$ cat src/rtl/pixel_writeback.sv
// pixel_writeback: buffers worker pixel results in a small FIFO and drains them
// as byte-lane-masked word writes on a memory master port. It counts completed
// writes and pulses frame_done once per FRAME_PIXELS completions.
//
// Handshakes:
//   worker side - a result is transferred on a rising clk edge when found=1
//                 and the FIFO is not full (take=1); worker_clear echoes
//                 sel_onehot in that same cycle so the worker drops its flag.
//   memory side - a write is offered while m_write=1; it is transferred on a
//                 rising clk edge where m_waitrequest=0. Until then address,
//                 data and byte enables stay frozen.
module pixel_writeback #(
    parameter int NUM_BITS     = 8,
    parameter int FIFO_DEPTH   = 4,
    parameter int FRAME_PIXELS = 307200
) (
    input  logic                clk,
    input  logic                n_rst,
    input  logic                found,
    input  logic [NUM_BITS-1:0] sel_onehot,
    input  logic [7:0]          sel_data,
    input  logic [31:0]         sel_address,
    output logic [NUM_BITS-1:0] worker_clear,
    output logic                m_write,
    output logic [31:0]         m_address,
    output logic [31:0]         m_writedata,
    output logic [3:0]          m_byteenable,
    input  logic                m_waitrequest,
    output logic [31:0]         pixel_count,
    output logic                frame_done
);

    localparam int PTR_W = (FIFO_DEPTH > 1) ? $clog2(FIFO_DEPTH) : 1;
    localparam logic [PTR_W-1:0] PTR_ONE    = PTR_W'(1);
    localparam logic [PTR_W:0]   OCC_ONE    = (PTR_W + 1)'(1);
    localparam logic [PTR_W:0]   OCC_FULL   = (PTR_W + 1)'(FIFO_DEPTH);
    localparam logic [31:0]      FRAME_LAST = 32'(FRAME_PIXELS - 1);

    typedef enum logic {
        IDLE  = 1'b0,
        WRITE = 1'b1
    } state_t;

    state_t state;
    state_t next_state;

    // Each entry is {byte address, pixel byte}.
    logic [39:0]      fifo_mem [FIFO_DEPTH];
    logic [PTR_W-1:0] wr_ptr;
    logic [PTR_W-1:0] rd_ptr;
    logic [PTR_W:0]   occupancy;
    logic             fifo_full;
    logic             fifo_empty;
    logic             take;
    logic             pop;
    logic             complete;
    logic [39:0]      head;

    assign fifo_full  = (occupancy == OCC_FULL);
    assign fifo_empty = (occupancy == '0);
    // found is gated by n_rst so nothing is acknowledged while in reset.
    assign take         = found & n_rst & ~fifo_full;
    assign worker_clear = take ? sel_onehot : '0;
    assign head         = fifo_mem[rd_ptr];

    // Pixel storage; contents are only meaningful between the pointers.
    always_ff @(posedge clk) begin
        if (take) begin
            fifo_mem[wr_ptr] <= {sel_address, sel_data};
        end
    end

    // FIFO pointers and exact occupancy; push+pop together leaves it unchanged.
    always_ff @(posedge clk or negedge n_rst) begin
        if (!n_rst) begin
            wr_ptr    <= '0;
            rd_ptr    <= '0;
            occupancy <= '0;
        end else begin
            if (take) begin
                wr_ptr <= wr_ptr + PTR_ONE;
            end
            if (pop) begin
                rd_ptr <= rd_ptr + PTR_ONE;
            end
            case ({take, pop})
                2'b10:   occupancy <= occupancy + OCC_ONE;
                2'b01:   occupancy <= occupancy - OCC_ONE;
                default: occupancy <= occupancy;
            endcase
        end
    end

    // Write-port FSM state register.
    always_ff @(posedge clk or negedge n_rst) begin
        if (!n_rst) begin
            state <= IDLE;
        end else begin
            state <= next_state;
        end
    end

    // Next state: pop whenever the output stage is free or just completed.
    always_comb begin
        next_state = state;
        pop        = 1'b0;
        complete   = 1'b0;
        case (state)
            IDLE: begin
                if (!fifo_empty) begin
                    pop        = 1'b1;
                    next_state = WRITE;
                end
            end
            WRITE: begin
                if (!m_waitrequest) begin
                    complete = 1'b1;
                    if (!fifo_empty) begin
                        pop = 1'b1;
                    end else begin
                        next_state = IDLE;
                    end
                end
            end
            default: next_state = IDLE;
        endcase
    end

    // Output stage: load the popped pixel as an aligned word write, hold under stall.
    always_ff @(posedge clk or negedge n_rst) begin
        if (!n_rst) begin
            m_write      <= 1'b0;
            m_address    <= '0;
            m_writedata  <= '0;
            m_byteenable <= '0;
        end else if (pop) begin
            m_write      <= 1'b1;
            m_address    <= {head[39:10], 2'b00};
            m_writedata  <= {4{head[7:0]}};
            m_byteenable <= 4'b0001 << head[9:8];
        end else if (complete) begin
            m_write <= 1'b0;
        end
    end

    // Completion counter with frame wrap and a one-cycle frame_done pulse.
    always_ff @(posedge clk or negedge n_rst) begin
        if (!n_rst) begin
            pixel_count <= '0;
            frame_done  <= 1'b0;
        end else if (complete) begin
            if (pixel_count == FRAME_LAST) begin
                pixel_count <= '0;
                frame_done  <= 1'b1;
            end else begin
                pixel_count <= pixel_count + 32'd1;
                frame_done  <= 1'b0;
            end
        end else begin
            frame_done <= 1'b0;
        end
    end

endmodule

$ cat config.mk
export PLATFORM = sky130hd
export DESIGN_NAME = pixel_writeback
export DESIGN_NICKNAME = d
export VERILOG_FILES = /design/src/rtl/pixel_writeback.sv
export SDC_FILE = /design/constraint.sdc
export NUM_CORES = 1
export LEC_CHECK = 0
export ABC_AREA = 1
export ABC_CLOCK_PERIOD_IN_PS = 3400
export CAP_MARGIN = 20
export CORE_ASPECT_RATIO = 1.25
export CORE_MARGIN = 10
export CORE_UTILIZATION = 50
export DETAILED_ROUTE_END_ITERATION = 16
export GPL_TIMING_DRIVEN = 0
export PLACE_DENSITY = 0.76
export REMOVE_ABC_BUFFERS = 1
export SYNTH_ARGS = -nofsm -noshare
export SYNTH_HDL_FRONTEND = slang
export SYNTH_SLANG_ARGS = --single-unit
$ cat constraint.sdc
create_clock -name clk -period 3.4 [get_ports clk]
set_input_delay 0.51 -clock clk [delete_from_list [all_inputs] [get_ports clk]]
set_output_delay 0.51 -clock clk [all_outputs]
set_load 0.02 [all_outputs]
==> results_dict.tcl, run 1 <==
set metrics [dict create \
    outcome "completed" \
    worstSetupStartpointType "register" \
    die_w_um 149 \
    cap_violations 0 \
    clk_latency_ns 0.51 \
    path_class "register to output pin" \
    synth_area_leaders "edfxtp_1 (46%), dfrtp_1 (20%), nor2_1 (9.6%), nand2_1 (4.4%), o21ai_0 (3.9%)" \
    grt_pass1_vias 7737 \
    crit_fanout 16 \
    seqCellArea_um2 6910 \
    final_antenna_net_count 0 \
    cts_tree "yes" \
    syn-cell-area_um2 10400 \
    fin_util 0.646 \
    yosysTopAreaCell "edfxtp_1" \
    crit_arrival_ns 2.40 \
    dpl_cell_area_um2 12200 \
    clock_sinks 244 \
    cp_slowest_cell "clkdlybuf4s50_1" \
    ys_async_sr_fraction 0.344 \
    portBuffers 159 \
    multi_input_area_um2 2850 \
    place.gp.congestion 0.890 \
    hp-class "input port to asynchronous set/reset pin" \
    tightest_slew_ns 0.895 \
    design_area_um2 13100 \
    finalSetupViolations 0 \
    via_count 7527 \
    cts_buffers 24 \
    endpoint_kind "output pin" \
    row_count 58 \
    synth-seq-cells 244 \
    gr-total-overflow 0 \
    fin_ws_ns 0.489 \
    fin_crit_sh 0.856 \
    filler_cell_count 1540 \
    ys_seq_area_frac 0.663 \
    dieArea_um2 27000 \
    cts_buffer_depth 3 \
    dpl_worst_slack_ns -0.112 \
    syn_inst 1007 \
    synth-main-ff-cell "edfxtp_1" \
    crit_path_cell_trace "inv_1 > nand3_1 > nand3_2 > nor2_1 > clkdlybuf4s50_1" \
    p_leak_nw 5.16 \
    root_buffer "clkbuf_16" \
    dp_cells 1385 \
    pin_count 162 \
    avgSynthCellArea_um2 10.3 \
    track_usage 0.180 \
    drive_gt1_frac 0.0664 \
    final-hold-violation-count 0 \
    routed_wl_um 24900 \
    start_util 0.512 \
    dr.pass1.iters 5 \
    nNetsFinal 1203 \
    synth_top_area_share 0.461 \
    crit_path_max_incr_delay_ns 0.65 \
    die_y_um 181 \
    routed_via_density 5.26 \
    finClkSkew_ns 0.00801 \
    drt_iter0_drc 366 \
    grt_pass1_wl_um 39000 \
    fin_crit_ns 2.91 \
    yosysUniqueCellTypes 33 \
    synth.most_common_cell "nor2_1" \
    synth_enable_flop_cells 160 \
    timing.final.max_slew_violations 0 \
    max_slew_margin 0.402 \
    ctsHtreeMaxLevel 1 \
    stdcell_count 1431 \
    ys_warn_count 0 \
    rsz0062_at_grt "false" \
    vdd_ir_drop_max_mv 0.700 \
    synthTopCellsByCount "nor2_1 (267), edfxtp_1 (160), nand2_1 (123)" \
    coreArea_um2 20300 \
    syn_to_final_growth_pct 26.0 \
    power_density_nw_per_um2 805 \
    fmax_mhz 343 \
    grt_antenna_before_repair 1 \
    grt_max_degree 53 \
    drc_errors 0 \
    path_clk_slew_ns 0.06 \
    required_ns 2.89 \
    avgRoutedWirePerCell_um 17.4 \
    dpl.hpwl_um 16400 \
]
==> critical path: cells and delay by family (launching register included) <==
family	cells	cell delay [ns]
AND/OR/NAND/NOR	3	0.73
buffers and inverters	2	0.75
flip-flops	1	0.40
==> routing by layer <==
layer  up-vias  wire, µm  part of all wire  GRT usage
met5         -         0                 0          0
met4         0       641             0.026     0.0649
met3        58      1800             0.073     0.0415
met2       238     13200              0.53      0.332
met1      3639      9210              0.37      0.193
li1       3592         -                 -          -
==> report_power, final <==
group / switching [mW] / leakage, nW / total [mW] / internal [mW]
clock: 1.08 / 0.400 / 2.76 / 1.68
combinational: 2.12 / 2.37 / 3.63 / 1.51
sequential: 0.451 / 2.39 / 4.17 / 3.72
==> state kept, by name, summed over array words and instances (netlist names) <==
name          flops
fifo_mem        160
wr_ptr            2
frame_done        1
m_address        30
occupancy         3
rd_ptr            2
state             1
m_write           1
pixel_count      32
m_byteenable      4
m_writedata       8
==> logic make-up after synthesis <==
kind of cell    after synthesis  synth area share
other cells                   1          0.000360
flops                       244             0.663
xor+xnor                     12            0.0101
simple gates                458             0.180
buf+inv                     152            0.0673
compound gates              133            0.0696
fa+ha+maj                     7           0.00913
==> layout by cell type (no fill, tap or decap), drive strengths merged <==
master / netlist / routed
diode: 0 / 1
nand2: 127 / 127
xnor2: 5 / 5
inv: 89 / 89
xor2: 7 / 7
clkbuf: 15 / 28
clkdlybuf4s50: 0 / 158
and3: 1 / 1
edfxtp: 160 / 160
o21bai: 3 / 3
nor2: 276 / 276
nor3: 6 / 6
clkinv: 1 / 9
clkinvlp: 0 / 2
a31oi: 38 / 38
dfrtp: 84 / 84
buf: 47 / 12
nand3: 38 / 38
nand3b: 1 / 1
fa: 1 / 1
bufinv: 0 / 4
o21ai: 88 / 88
nand4: 8 / 8
a21oi: 4 / 4
ha: 6 / 6
dlygate4sd3: 0 / 2
conb: 1 / 2
and2b: 1 / 1
==> final timing paths <==
| check | start | slack (ns) | to | cells after the start |
|---|---|---|---|---|
| setup / recovery | occupancy[0] | 0.49 | worker_clear[2] | 5 |
| hold / removal | n_rst | 0.003 | m_address[29] | 2 |
| setup reg to reg | occupancy[0] | 0.89 | occupancy[2] | 9 |
| hold reg to reg | m_write | 0.48 | m_write | 2 |
| max in group asynchronous | n_rst | 2.61 | m_address[7] | 3 |
| min in group clk | m_write | 0.48 | m_write | 2 |
==> per-stage QoR <==
stage	setup TNS, ns	hold WS, ns	power (mW)
3_5_place_dp	-3.76	0.473	7.87
5_1_grt	0	0.00816	11.2
3_3_place_gp	-1245.61	0.468	7.60
6_report	0	0.00334	10.6
4_1_cts	0	0.00112	10.7
2_1_floorplan	0	0.214	6.07
==> cell type report <==
class                      count  share of cell area
timing repair buffer         172               0.141
tap                          270              0.0258
clock buffer                  28              0.0501
inverter                      90              0.0258
antenna                        1            0.000191
clock inverter                14              0.0129
sequential                   244               0.527
multi-input combinational    612               0.217
==> repair_timing <==
item | 4_1_cts | 5_1_grt
hold endpoints to repair | 33 | 1
hold buffers | 2 | 1
buffers inserted | 0 | 0
endpoints found under the setup margin | 8 | 0
resized for setup | 1 | 0
Power figures use the tool's default switching activity.
==> run 2, diff against run 1 <==
--- a/config.mk
+++ b/config.mk
@@ -18,3 +18,4 @@
 export SYNTH_ARGS = -nofsm -noshare
 export SYNTH_HDL_FRONTEND = slang
 export SYNTH_SLANG_ARGS = --single-unit
+export TNS_END_PERCENT = 100
==> results of run 2 <==
Final layout, timing and power as in run 1 (identical DEF).
==> run 3, diff against run 2 <==
--- a/config.mk
+++ b/config.mk
@@ -7,13 +7,13 @@
 export LEC_CHECK = 0
 export ABC_AREA = 1
 export ABC_CLOCK_PERIOD_IN_PS = 3400
-export CAP_MARGIN = 20
+export CAP_MARGIN = 30
 export CORE_ASPECT_RATIO = 1.25
 export CORE_MARGIN = 10
-export CORE_UTILIZATION = 50
+export CORE_UTILIZATION = 37
 export DETAILED_ROUTE_END_ITERATION = 16
 export GPL_TIMING_DRIVEN = 0
-export PLACE_DENSITY = 0.76
+export PLACE_DENSITY = 0.59
 export REMOVE_ABC_BUFFERS = 1
 export SYNTH_ARGS = -nofsm -noshare
 export SYNTH_HDL_FRONTEND = slang
==> results_dict.tcl, run 3 (synthesized netlist as in run 1, its figures left out) <==
set metrics [dict create \
    outcome "finished with violations" \
    violations "negative hold slack" \
    die_y_um 208 \
    final-hold-violation-count 3 \
    stdcell_count 1517 \
    clkPwrFrac 0.268 \
    gr-total-overflow 0 \
    drc_errors 0 \
    final_common_cell "nor2_1" \
    reg.largest.list "fifo_mem x160, pixel_count x32, m_address x30" \
    grt_antenna_before_repair 3 \
    seq_power_share 0.400 \
    crit_fanout 16 \
    fin_hold_ws_ns -0.00111 \
    tightest_slew_ns 0.969 \
    dpl.hpwl_um 16400 \
    grt_pass1_wl_um 39800 \
    finalSetupViolations 0 \
    p_leak_nw 5.18 \
    via_count 7246 \
    crit_path_max_incr_delay_ns 0.66 \
    root_buffer "clkbuf_16" \
    cts_buffer_depth 3 \
    routed_via_density 4.78 \
    worstSetupStartpointType "register" \
    fmax_mhz 317 \
    portBuffers 159 \
    cts_tree "yes" \
    track_usage 0.142 \
    cts_buffers 27 \
    pin_count 162 \
    power_frac_comb 0.332 \
    hp-class "input port to asynchronous set/reset pin" \
    syn_to_final_growth_pct 27.2 \
    timing.final.max_slew_violations 0 \
    dieArea_um2 35300 \
    dp_cells 1465 \
    endpoint_kind "output pin" \
    crit_arrival_ns 2.64 \
    clock_sinks 244 \
    fin_crit_sh 0.927 \
    layout_common_cells "nor2_1 (263), edfxtp_1 (160), clkdlybuf4s50_1 (158), nand2_1 (123), inv_1 (85)" \
    largest_reg_flops 160 \
    final_antenna_net_count 0 \
    path_class "register to output pin" \
    start_util 0.377 \
    max_slew_margin 0.353 \
    grt_pass1_vias 7226 \
    regMostFlops "fifo_mem" \
    power_mw 10.6 \
    p_int_mw 6.89 \
    crit_path_cell_trace "inv_1 > nand3_1 > nand3_1 > nor2_1 > clkdlybuf4s50_1" \
    grt_max_degree 82 \
    vdd_ir_drop_max_mv 0.590 \
    cp_top_family "simple AND/OR/NAND/NOR gates" \
    clk_latency_ns 0.53 \
    cap_violations 0 \
    fin_crit_ns 3.15 \
    place.gp.congestion 0.837 \
    fin_ws_ns 0.248 \
    dpl_worst_slack_ns -0.0448 \
    cp_slowest_cell "clkdlybuf4s50_1" \
    coreArea_um2 27700 \
    path_clk_slew_ns 0.06 \
    required_ns 2.89 \
    dr.pass1.iters 4 \
    nNetsFinal 1204 \
    routed_wl_um 25300 \
    cp_num_buf_inv 2 \
    power_density_nw_per_um2 798 \
    ctsHtreeMaxLevel 1 \
    crit_top_cell "nand3_1" \
    die_w_um 170 \
    avgRoutedWirePerCell_um 16.7 \
    drt_iter0_drc 352 \
    row_count 68 \
    p_sw_mw 3.69 \
    drive_gt1_frac 0.0695 \
    rsz0062_at_grt "false" \
    power_switching_share 0.349 \
    finClkSkew_ns 0.0174 \
]
run 3: stage by stage:
stage	instance area, µm²	utilization	setup TNS, ns
2_1_floorplan	10100	-	0
3_3_place_gp	12100	0.437	-1352.80
3_5_place_dp	12400	0.447	-0.735
4_1_cts	13200	0.479	0
5_1_grt	13200	0.479	0
6_report	13200	0.479	0
run 3: area by class of cell:
type | count | area [µm²]
Sequential cell | 244 | 6910
Multi-Input combinational cell | 612 | 2850
Timing Repair Buffer | 170 | 1840
Tap cell | 350 | 438
Clock inverter | 16 | 136
Clock buffer | 34 | 732
Fill cell | 2511 | 14400
Inverter | 90 | 338
Antenna cell | 1 | 2.50
run 3: path summary, 6_finish.rpt:
| kind | from | end | slack, ns | cells after the start |
|---|---|---|---|---|
| worst max-delay path | occupancy[0] | worker_clear[1] | 0.25 | 5 |
| worst min-delay path | n_rst | pixel_count[2] | -0.001 | 2 |
| worst max register to register | occupancy[0] | fifo_mem[2][11] | 0.63 | 5 |
| worst min register to register | m_byteenable[1] | m_byteenable[1] | 0.48 | 2 |
| max in group asynchronous | n_rst | m_writedata[27] | 3.09 | 2 |
| min in group clk | m_byteenable[1] | m_byteenable[1] | 0.48 | 2 |
run 3: timing repair:
action                                 4_1_cts  5_1_grt
gates resized for setup                      0        0
hold buffers                                 1        0
setup buffers                                0        0
endpoints found under the hold margin       36        0
run 3: routing by layer:
metal,global-route usage,share of wire,routed length [µm],vias up
met1,0.164,0.40,10200,3435
met5,0,0.0010,26,-
met4,0.0381,0.020,499,4
li1,-,-,-,3595
met3,0.0373,0.065,1650,39
met2,0.252,0.51,12900,173
run 3: power groups by stage:
stage          registers [mW]  clock network [mW]  logic [mW]
6_report                 4.23                2.83        3.52
3_3_place_gp             4.39                   0        3.32
4_1_cts                  4.24                2.90        3.60
5_1_grt                  4.32                3.03        3.90
3_5_place_dp             4.28                   0        3.60
2_1_floorplan            4.71                   0        1.36
